<file path="src/rtl/gesture_av_pkg.sv">
// Shared types for the button level controller:
// per-button FSM states and counter wrap encodings.
package gesture_av_pkg;

   typedef enum logic [1:0] {
      IDLE,
      PRESSED,
      REPEAT
   } btn_state_t;

   localparam int WRAP_SAT  = 0;
   localparam int WRAP_ROLL = 1;

   function automatic int max2(input int a, input int b);
      return (a > b) ? a : b;
   endfunction

endpackage

</file>
<file path="src/rtl/btn_debounce_repeat.sv">
// One raw active-low button: synchroniser, debouncer and
// press/hold/auto-repeat FSM producing single-cycle step pulses.
module btn_debounce_repeat
   import gesture_av_pkg::*;
#(
   parameter int DEBOUNCE_CYCLES = 50000,
   parameter int HOLD_CYCLES     = 25000000,
   parameter int REPEAT_CYCLES   = 5000000
) (
   input  logic Clock,
   input  logic Reset,
   input  logic btn_n,
   output logic step
);

   localparam int STAB_W = $clog2(DEBOUNCE_CYCLES + 1);
   localparam int TMR_W  = $clog2(max2(HOLD_CYCLES, REPEAT_CYCLES) + 1);

   localparam logic [STAB_W-1:0] STAB_LAST = STAB_W'(DEBOUNCE_CYCLES - 1);
   localparam logic [TMR_W-1:0]  HOLD_LAST = TMR_W'(HOLD_CYCLES - 1);
   localparam logic [TMR_W-1:0]  REP_LAST  = TMR_W'(REPEAT_CYCLES - 1);

   logic              sync_meta;
   logic              sync_lvl;
   logic              level;
   logic [STAB_W-1:0] stab;
   logic [TMR_W-1:0]  timer;
   btn_state_t        state;

   logic flip;
   logic rise;
   logic fall;

   // The debounced level flips on the edge that completes the stable run,
   // so the FSM reacts to rise/fall in that same edge.
   assign flip = (sync_lvl != level) && (stab == STAB_LAST);
   assign rise = flip && sync_lvl;
   assign fall = flip && !sync_lvl;

   always_ff @(posedge Clock or posedge Reset) begin
      if (Reset) begin
         sync_meta <= 1'b0;
         sync_lvl  <= 1'b0;
         level     <= 1'b0;
         stab      <= '0;
         timer     <= '0;
         step      <= 1'b0;
         state     <= IDLE;
      end else begin
         sync_meta <= ~btn_n;
         sync_lvl  <= sync_meta;
         step      <= 1'b0;

         if (sync_lvl != level) begin
            if (flip) begin
               level <= sync_lvl;
               stab  <= '0;
            end else begin
               stab <= stab + 1'b1;
            end
         end else begin
            stab <= '0;
         end

         unique case (state)
            IDLE: begin
               if (rise) begin
                  state <= PRESSED;
                  step  <= 1'b1;
                  timer <= '0;
               end
            end
            PRESSED: begin
               if (fall) begin
                  state <= IDLE;
                  timer <= '0;
               end else if (timer == HOLD_LAST) begin
                  state <= REPEAT;
                  step  <= 1'b1;
                  timer <= '0;
               end else begin
                  timer <= timer + 1'b1;
               end
            end
            REPEAT: begin
               if (fall) begin
                  state <= IDLE;
                  timer <= '0;
               end else if (timer == REP_LAST) begin
                  step  <= 1'b1;
                  timer <= '0;
               end else begin
                  timer <= timer + 1'b1;
               end
            end
            default: begin
               state <= IDLE;
               timer <= '0;
            end
         endcase
      end
   end

endmodule

</file>
<file path="src/rtl/button_level_ctrl.sv">
// Up/down button level control: two debounced auto-repeat buttons
// drive a saturating or wrapping level counter with status flags.
module button_level_ctrl
   import gesture_av_pkg::*;
#(
   parameter int COUNT_W         = 4,
   parameter int DEBOUNCE_CYCLES = 50000,
   parameter int HOLD_CYCLES     = 25000000,
   parameter int REPEAT_CYCLES   = 5000000,
   parameter int WRAP_MODE       = WRAP_SAT
) (
   input  logic               Clock,
   input  logic               Reset,
   input  logic               btn_up,
   input  logic               btn_down,
   output logic [COUNT_W-1:0] count,
   output logic [2:0]         volume,
   output logic               changed,
   output logic               at_max,
   output logic               at_min
);

   localparam logic [COUNT_W-1:0] CNT_MAX = '1;
   localparam logic               ROLL    = (WRAP_MODE == WRAP_ROLL);

   logic up_step;
   logic dn_step;

   btn_debounce_repeat #(
      .DEBOUNCE_CYCLES (DEBOUNCE_CYCLES),
      .HOLD_CYCLES     (HOLD_CYCLES),
      .REPEAT_CYCLES   (REPEAT_CYCLES)
   ) u_up (
      .Clock (Clock),
      .Reset (Reset),
      .btn_n (btn_up),
      .step  (up_step)
   );

   btn_debounce_repeat #(
      .DEBOUNCE_CYCLES (DEBOUNCE_CYCLES),
      .HOLD_CYCLES     (HOLD_CYCLES),
      .REPEAT_CYCLES   (REPEAT_CYCLES)
   ) u_down (
      .Clock (Clock),
      .Reset (Reset),
      .btn_n (btn_down),
      .step  (dn_step)
   );

   // Simultaneous up and down steps cancel out.
   always_ff @(posedge Clock or posedge Reset) begin
      if (Reset) begin
         count   <= '0;
         changed <= 1'b0;
      end else begin
         changed <= 1'b0;
         unique case (1'b1)
            (up_step && !dn_step): begin
               if (count != CNT_MAX) begin
                  count   <= count + 1'b1;
                  changed <= 1'b1;
               end else if (ROLL) begin
                  count   <= '0;
                  changed <= 1'b1;
               end
            end
            (dn_step && !up_step): begin
               if (count != '0) begin
                  count   <= count - 1'b1;
                  changed <= 1'b1;
               end else if (ROLL) begin
                  count   <= CNT_MAX;
                  changed <= 1'b1;
               end
            end
            default: begin
            end
         endcase
      end
   end

   assign at_max = (count == CNT_MAX);
   assign at_min = (count == '0);

   generate
      if (COUNT_W >= 3) begin : g_vol
         assign volume = count[COUNT_W-1 -: 3];
      end else begin : g_vol_ext
         assign volume = 3'(count);
      end
   endgenerate

endmodule

</file>
<file path="config.mk">
export PLATFORM = sky130hd
export DESIGN_NAME = button_level_ctrl
export DESIGN_NICKNAME = d
export VERILOG_FILES = /design/src/rtl/gesture_av_pkg.sv /design/src/rtl/btn_debounce_repeat.sv /design/src/rtl/button_level_ctrl.sv
export SDC_FILE = /design/constraint.sdc
export NUM_CORES = 1
export LEC_CHECK = 0
export ABC_AREA = 1
export BUFFER_PORTS_ARGS = -buffer_cell sky130_fd_sc_hd__buf_2
export CORE_MARGIN = 3
export CORE_UTILIZATION = 54
export DETAILED_ROUTE_END_ITERATION = 12
export PLACE_DENSITY = 0.7
export SLEW_MARGIN = 30
export SYNTH_ARGS = -nofsm -noshare
export SYNTH_HDL_FRONTEND = slang
export SYNTH_SLANG_ARGS = --single-unit
</file>
<file path="constraint.sdc">
create_clock -name Clock -period 7.95 [get_ports Clock]
set_input_delay 0.795 -clock Clock [delete_from_list [all_inputs] [get_ports Clock]]
set_output_delay 0.795 -clock Clock [all_outputs]
set_load 0.02 [all_outputs]
</file>
# == Yosys cells after proc, flatten, opt, wreduce, memory -nomap -nowiden ==
# Index checks and enable logic that the tools add are counted.
# totals
reg_bits,99
inputBits,4
output_inout_bits,10
wordCells,112
# op_classes
add_sub_neg,6
eq_ne,22
mux,44
bitwise_logic,2
n_reduce_logical,22
# op_table
cell,n
$mux 25,10
$pmux 25 s3,2
$mux 16,4
$add 25x1->25 const B,2
$eq 25x23->1 const B,2
$eq 25x25->1 const B,2
$add 16x1->16 const B,2
$eq 16x16->1 const B,2
$mux 2,8
$mux 1,12
$ne 2x1->1 const B,6
$pmux 2 s3,2
$reduce_and 3->1,3
$logic_and 1x1->1,8
$mux 4,2
$pmux 4 s2,1
$ne 3x1->1 const B,2
$pmux 1 s3,2
$add 4x1->4 const B,1
$eq 2x1->1 const B,2
$eq 2x2->1 const B,2
$eq 4x4->1 const B,1
$logic_not 1->1,4
$logic_not 2->1,2
other kinds (9),12

# == Depth between registers and ports, before layout ==
# Gate-level depths: netlist of the first run.
# logic_depth
ltp_word,5
ltp_mapped,14
mapped_depth_nobuf,12

# == Hierarchy ==
# From an unflattened synthesis of the first run, not the netlist that was laid out.
# hier_totals
hier_cells,881
hier_area_um2,6299.8
# modules_own_cells
mod,n_inst,cells_each,area_per_inst_um2,seq_area_each_um2
btn_debounce_repeat,2,411,2944.1,1176.1
button_level_ctrl,1,59,411.6,125.1

# == Worst setup path after synthesis of the first run ==
# OpenSTA, ideal clock, no wires.
# synth_timing
kind,register to register
from,reg u_down.timer[0]
to,reg u_down.timer[7]
setup_time_ns,0.118
arrival_time_ns,1.618
required_ns,7.832
setup_slack_ns,6.213
path_stages_with_launch,10
path_buffers,1
synth_period_minus_slack_ns,1.737
cell_sequence,dfrtp_1 ha_1 nand3_1 nor2_1 nand3_1 nand3_1 nand2_2 a21oi_4 buf_6 nor2_1
# synth_via
elab_chain_cells,4
elab_cells_between_ends,8
cone_classes,add/sub (1); eq/ne (2); mux (5)
# synth_lines
element,line,source
"start, declared",btn_debounce_repeat.sv:27,logic [TMR_W-1:0] timer;
"start signal, assigned",btn_debounce_repeat.sv:82,timer <= timer + 1'b1;
"start signal, assigned",btn_debounce_repeat.sv:93,timer <= timer + 1'b1;
$add 25x1->25 (tied with other cells),"btn_debounce_repeat.sv:82, btn_debounce_repeat.sv:93",
$mux 25 (on tied branches),"btn_debounce_repeat.sv:89, btn_debounce_repeat.sv:77",
$mux 25 (on tied branches),"btn_debounce_repeat.sv:86, btn_debounce_repeat.sv:74",
$pmux 25 s3 (*),btn_debounce_repeat.sv:65,unique case (state)
# Mark *: on every way between the ends. The rest lies on a longest branch, timed or not.
# A chain may end at the register's enable or synchronous reset.

# == Final worst setup path of the first run ==
# layout_timing
from,reg u_down.stab[0]
to,reg u_down.timer[20]
# layout_via
elab_chain_cells,5
elab_cells_between_ends,8
cone_classes,eq/ne (2); mux (3); reduce/logical (3)
# layout_lines
element,line,source
"start, declared",btn_debounce_repeat.sv:26,logic [STAB_W-1:0] stab;
"start signal, assigned",btn_debounce_repeat.sv:59,stab <= stab + 1'b1;
$eq 16x16->1 (*),btn_debounce_repeat.sv:36,assign flip = (sync_lvl != level) && (stab == STAB_LAST);
$logic_and 1x1->1 (*),btn_debounce_repeat.sv:36,
$logic_and 1x1->1,btn_debounce_repeat.sv:38,assign fall = flip && !sync_lvl;
$mux 25 (on tied branches),"btn_debounce_repeat.sv:86, btn_debounce_repeat.sv:74",
$pmux 25 s3,btn_debounce_repeat.sv:65,
# Marked as above.

==> results of run 1 <==
-- worst min path at each step --
stage               slack [ns]              from               to
floorplan                 0.33  u_down.sync_meta  u_down.sync_lvl
global placement          0.33    u_up.sync_meta    u_up.sync_lvl
detailed placement        0.34    u_up.sync_meta    u_up.sync_lvl
CTS                       0.36    u_up.sync_meta    u_up.sync_lvl
global route              0.37    u_up.sync_meta    u_up.sync_lvl
finish                    0.35    u_up.sync_meta    u_up.sync_lvl
-- critical path, cell delays in order, from the launching register on --
cell and delay [ns]:
dfrtp_1 0.36, ha_1 0.19, nand3_1 0.15, nor2_1 0.18
nand2_1 0.11, nor2_4 0.14, nand2_2 0.06, nand2_2 0.45
inv_2 0.25, a21oi_4 0.48, nor2_1 0.12
-- cell families (layout without fill, tap and decap cells) --
family | count (synthesis) | after routing | synth area share (%)
simple gates | 481 | 481 | 34.5
buf+inv | 138 | 155 | 9.47
flops | 99 | 99 | 41.2
compound gates | 58 | 58 | 5.89
xor+xnor | 34 | 34 | 4.95
fa+ha+maj | 17 | 17 | 3.66
mux | 2 | 2 | 0.333
-- area by class of cell --
type                       instances  area (um^2)  area share (%)
timing repair buffer              14         72.6            1.14
clock buffer                      13          159            2.49
sequential                        99         2480            38.8
inverter                         125          472            7.38
clock inverter                     3         68.8            1.08
multi-input combinational        592         2970            46.5
tap                              136          170            2.66
-- synthesized netlist by cell type, drive strengths merged --
cell     number
a21oi        13
o2111ai       3
dfrtp        99
or2           5
nor3         19
mux2i         2
o21a          3
xor2         31
o21bai        5
nand3b        3
ha           16
fa            1
a211oi        5
o21ai        24
inv         125
nand4        26
a31oi         4
nand3        65
nor2        161
buf          11
xnor2         3
clkbuf        2
nand2       199
nor3b         1
a31o          1
nor4          2
-- per-layer routing --
metal / up-vias / share of wire, %
met3: 21 / 3.6
li1: 2628 / -
met4: 0 / 2.2
met2: 102 / 50
met1: 2433 / 44
met5: - / 0
-- sequential cells by signal (all words and copies together), names as in the netlist --
name	flops
u_up.state	2
u_down.timer	25
u_down.step	1
u_down.stab	16
count	4
u_down.state	2
u_up.sync_lvl	1
u_up.sync_meta	1
u_down.sync_lvl	1
changed	1
u_up.level	1
u_up.step	1
u_up.stab	16
u_down.level	1
u_up.timer	25
u_down.sync_meta	1
-- metrics by stage --
| step | std cells | utilization [%] |
|---|---|---|
| CTS | 982 | 60.5 |
| detailed placement | 966 | 58.4 |
| floorplan | 829 | - |
| finish | 982 | 60.5 |
| global route | 982 | 60.5 |
| global placement | 966 | 58.4 |
-- where the power goes --
part / total [mW] / internal (mW) / switching, mW / leakage [nW]
Combinational: 0.0210 / 0.00466 / 0.0163 / 1.58
Sequential: 0.509 / 0.507 / 0.00249 / 1.37
Clock: 0.374 / 0.196 / 0.177 / 0.114
Total: 0.904 / 0.707 / 0.196 / 3.07
==> reports/qor.txt, run 1 <==
placed cell area: 6160 um^2
via count: 5184
FP Rows: 37
DR pass1 iterations: 5
Hold Buf Count CTS: 0
Slew Viols, Final: 0
number of gates resized after cts: 0
crit path capture type: register
Antenna Cells: 0
Overflow after GRT: 0
TritonCTS clock tree: done
Die Ht: 112 um
PwrDens: 141 nW/um^2
TNS Setup: 0 ns
syn avg cell area: 7.26 um^2
actual slew at the worst max-slew pin: 0.861 ns
total of max-cap violations: 0
initial drt markers: 309
leading area contributor after synthesis: dfrtp_1
GRT busiest layer: met2
Worst R2R Start: u_down.stab[0]
R2R depth: 10
Synthesis Warnings: 0
Synth-to-Final Area Change: 6.20%
most common cell after layout, fill and taps aside: nand2_1
DRC viols: 0
met3 global-route usage: 3.37%
post-place setup slack: 5.34 ns
Power, Total: 904 uW
Final Worst Setup Slack: 5.31 ns
Hold Crit Class: reg -> reg
Critical Path AT: 2.88 ns
Post-Route WL: 12400 um
fin nets: 862
vias in the first global route: 5094
Peak Freq: 379 MHz
CP Class: reg -> reg
RSZ-0062 raised after global routing: no
Die W: 112 um
Root Buffer: clkbuf_8
core area: 10600 um^2
maximum VDD drop: 0.0000751 V
syn_nets: 850
CP Launch Type: register
met1 Use GR: 26.5%
post-synthesis sequential area ratio: 41.2%
H-tree Lvls: 3
layout cells sized above 1: 6.97%
WP data required: 8.19 ns
Synth cell types: 37
crit path to: u_down.timer[20]
synth top area cells: dfrtp_1 41%, nand2_1 12%, nor2_1 9.5%
mapped cell area: 6010 um^2
Yosys top cell area share: 41.2%
most frequent cells in the layout: 191 x nand2_1, 152 x nor2_1, 122 x inv_1
Fin Hold WS: 0.355 ns
GRT Util Overall: 21.1%
clk_lat worst skew: 0.38 ns
antenna-violating nets left: 0
R2R Path End: u_down.timer[20]
crit path launch: u_down.stab[0]
post-layout min period: 2.64 ns
Starting Density: 57.0%
FF-to-FF setup slack: 5.31 ns
Max clock buf depth: 2
setup violators final: 0
final hold vios: 0
M2 GR Usage: 36.2%
Setup Fix Bufs, Post-CTS: 0
Port Buffer Count: 13
Die ar.: 12400 um^2
Detail Placement HPWL: 9140 um
hold path cells: 0
Clock Skew: 0.0109 ns
clk slew on worst S/H paths: 0.09 ns
first-pass GRT wire length: 22200 um
crit path max fanout: 29
worst rel slew slack: 42.6%
cts bufs inserted: 9
Lkg Pwr: 3.07 nW
initial antenna violation count: 0
Final Instance Area: 6390 um^2
Filler cells: 962
outcome: completed
Synth Instances: 829
WL/cell: 12.7 um
RD Place Congestion: 0.931
largest net degree at the start of global routing: 53
num ports: 14
ratio of final minimum period to clock period: 33.2%
via/cell ratio: 5.28
CTS Sinks: 99
synthesized flop and latch total: 99
(Power assumes the default switching activity.)
==> inputs of run 2 (changes only) <==
- clock period: 7.95 -> 2.59 ns (I/O delays scaled with it)
==> run 2 against run 1 <==
  * Design area is 2.1% higher
  * Sequential power rose to 3.1 times the previous value
  * Clock-buffer cell count is 4 lower
  * Combinational power grew to 3.7 times the previous value
  * Global-route usage hardly changed
  * Worst setup slack worse by 4.8 ns
  * Register-to-register slack got worse by 4.8 ns
  * Non-clock buffer count rose by 9
  * Hold slack better by 0.0088 ns
  * Via count about the same
  * Utilization is 1.3 points higher
  * Largest cell class unchanged
  * Largest power group unchanged
  * Highest routed layer unchanged
==> reports/qor.txt, run 2 (synthesis results as in run 1) <==
first-pass GRT wire length: 22100 um (-0.72%)
Antenna Cells: 0 (unchanged)
TritonCTS clock tree: done
clock share of power: 44.1% (+2.8 points)
antenna-violating nets left: 0 (unchanged)
hold path cells: 0 (unchanged)
Synth-to-Final Area Change: 8.47%
Final Worst Setup Slack: 0.534 ns (-4.78 ns)
Filler cells: 920 (-4.4%)
Power, Total: 2.93 mW (+220%)
Critical Path AT: 2.30 ns (-0.58 ns)
Hold Crit Endpoint: u_up.sync_lvl
most frequent cells in the layout: 191 x nand2_1, 152 x nor2_1, 122 x inv_1
outcome: completed
WL/cell: 12.4 um (-1.9%)
Hold Crit Class: reg -> reg
initial antenna violation count: 0 (unchanged)
TNS Setup: 0 ns (unchanged)
Post-Route WL: 12300 um (-1.0%)
initial drt markers: 241 (-22%)
PwrDens: 450 nW/um^2 (+220%)
layout cells sized above 1: 7.84% (+0.86 points)
Hold Buf Count CTS: 2 (+2)
largest net degree at the start of global routing: 46 (-13%)
hold path start: u_up.sync_meta
vias in the first global route: 5083 (-0.22%)
num ports: 14 (unchanged)
fin nets: 871 (+1.0%)
via count: 5180 (-0.077%)
R2R Path End: u_down.timer[20]
Sequential Power Share: 53.3% (-3.0 points)
Setup Fix Bufs, Post-CTS: 0 (unchanged)
Die W: 112 um (unchanged)
Clock Skew: 0.0140 ns (+0.00309 ns)
worst rel slew slack: 52.8% (+10 points)
via/cell ratio: 5.23 (-0.98%)
final hold vios: 0 (unchanged)
Final Instance Area: 6520 um^2 (+2.1%)
placed cell area: 6210 um^2 (+0.83%)
Net Switching: 614 uW (+210%)
CP Launch Type: register
DRC viols: 0 (unchanged)
R2R depth: 8 (-2)
Starting Density: 57.0% (unchanged)
maximum VDD drop: 0.000352 V (+370%)
clk slew on worst S/H paths: 0.10 ns (about the same)
Root Buffer: clkbuf_8
setup violators final: 0 (unchanged)
Die Ht: 112 um (unchanged)
Pint: 2.32 mW (+230%)
actual slew at the worst max-slew pin: 0.704 ns (-0.157 ns)
H-tree Lvls: 3 (unchanged)
number of gates resized after cts: 0 (unchanged)
CP Class: reg -> reg
biggest regs: u_down.timer (25), u_up.timer (25)
ratio of final minimum period to clock period: 79.4% (+46 points)
post-layout min period: 2.06 ns (-0.584 ns)
crit path capture type: register
clk_lat worst skew: 0.38 ns (about the same)
Detail Placement HPWL: 9100 um (-0.42%)
FP Rows: 37 (unchanged)
core area: 10600 um^2 (unchanged)
GRT Util Overall: 21.1% (+0.039 points)
CTS Sinks: 99 (unchanged)
Overflow after GRT: 0 (unchanged)
most common cell after layout, fill and taps aside: nand2_1
Lkg Pwr: 3.13 nW (+2.2%)
Peak Freq: 486 MHz (+28%)
Die ar.: 12400 um^2 (unchanged)
WP data required: 2.83 ns (-5.36 ns)
Sw Ratio: 21.0% (-0.77 points)
post-place setup slack: 0.512 ns (-4.83 ns)
DR pass1 iterations: 4 (-1)
combinational power share: 2.6% (+0.3 points)
total of max-cap violations: 0 (unchanged)
Max clock buf depth: 2 (unchanged)
Worst R2R Start: u_down.timer[0]
crit path max fanout: 17 (-41%)
Port Buffer Count: 13 (unchanged)
Slew Viols, Final: 0 (unchanged)
RD Place Congestion: 0.952 (+2.2%)
cts bufs inserted: 9 (unchanged)
FF-to-FF setup slack: 0.53 ns (-4.78 ns)
RSZ-0062 raised after global routing: no
[run 2: metal layers]
metal,GRT usage [%],wire length (um)
met5,0,0
met4,7.79,172
met1,26.0,5610
met2,36.0,6130
met3,5.38,413
[run 2: worst max-delay path by stage]
stage               startpoint                to  slack (ns)
2_1_floorplan  u_down.timer[0]   u_down.timer[7]        0.85
3_3_place_gp   u_down.timer[0]   u_down.timer[7]        0.59
3_5_place_dp   u_down.timer[0]  u_down.timer[20]        0.51
4_1_cts        u_down.timer[0]  u_down.timer[20]        0.49
5_1_grt           u_up.stab[0]    u_up.timer[22]        0.14
6_report       u_down.timer[0]  u_down.timer[20]        0.53
[run 2: critical path, stage by stage, from the launching register on]
cell and delay, ns:
dfrtp_1 0.40, ha_1 0.27, nand3_1 0.14, nor2_1 0.20, nand3_1 0.10, nand3_1 0.13
nand2_2 0.12, a21oi_4 0.45, nor2_1 0.12
[run 2: stage by stage]
step | utilization, % | hold slack [ns] | instances
after CTS | 61.5 | 0.0721 | 989
after detailed placement | 58.8 | 0.342 | 971
after floorplan | - | 0.318 | 829
after global routing | 61.8 | 0.379 | 991
final | 61.8 | 0.363 | 991
after global placement | 58.8 | 0.333 | 971
[run 2: power groups by stage]
stage | clock (mW) | sequential [mW] | combinational, mW
finish | 1.29 | 1.56 | 0.0772
global route | 1.40 | 1.57 | 0.0914
CTS | 1.33 | 1.56 | 0.0757
detailed placement | 0 | 1.59 | 0.0732
global placement | 0 | 1.59 | 0.0711
floorplan | 0 | 1.59 | 0.0485
[run 2: area by class of cell]
cell class                      instances  area, um^2  area share (%)
Multi-Input combinational cell        592        2970            45.5
Sequential cell                        99        2480            38.0
Inverter                              125         473            7.25
Timing Repair Buffer                   23         173            2.65
Tap cell                              136         170            2.61
Clock inverter                          7         139            2.13
Clock buffer                            9         124            1.90
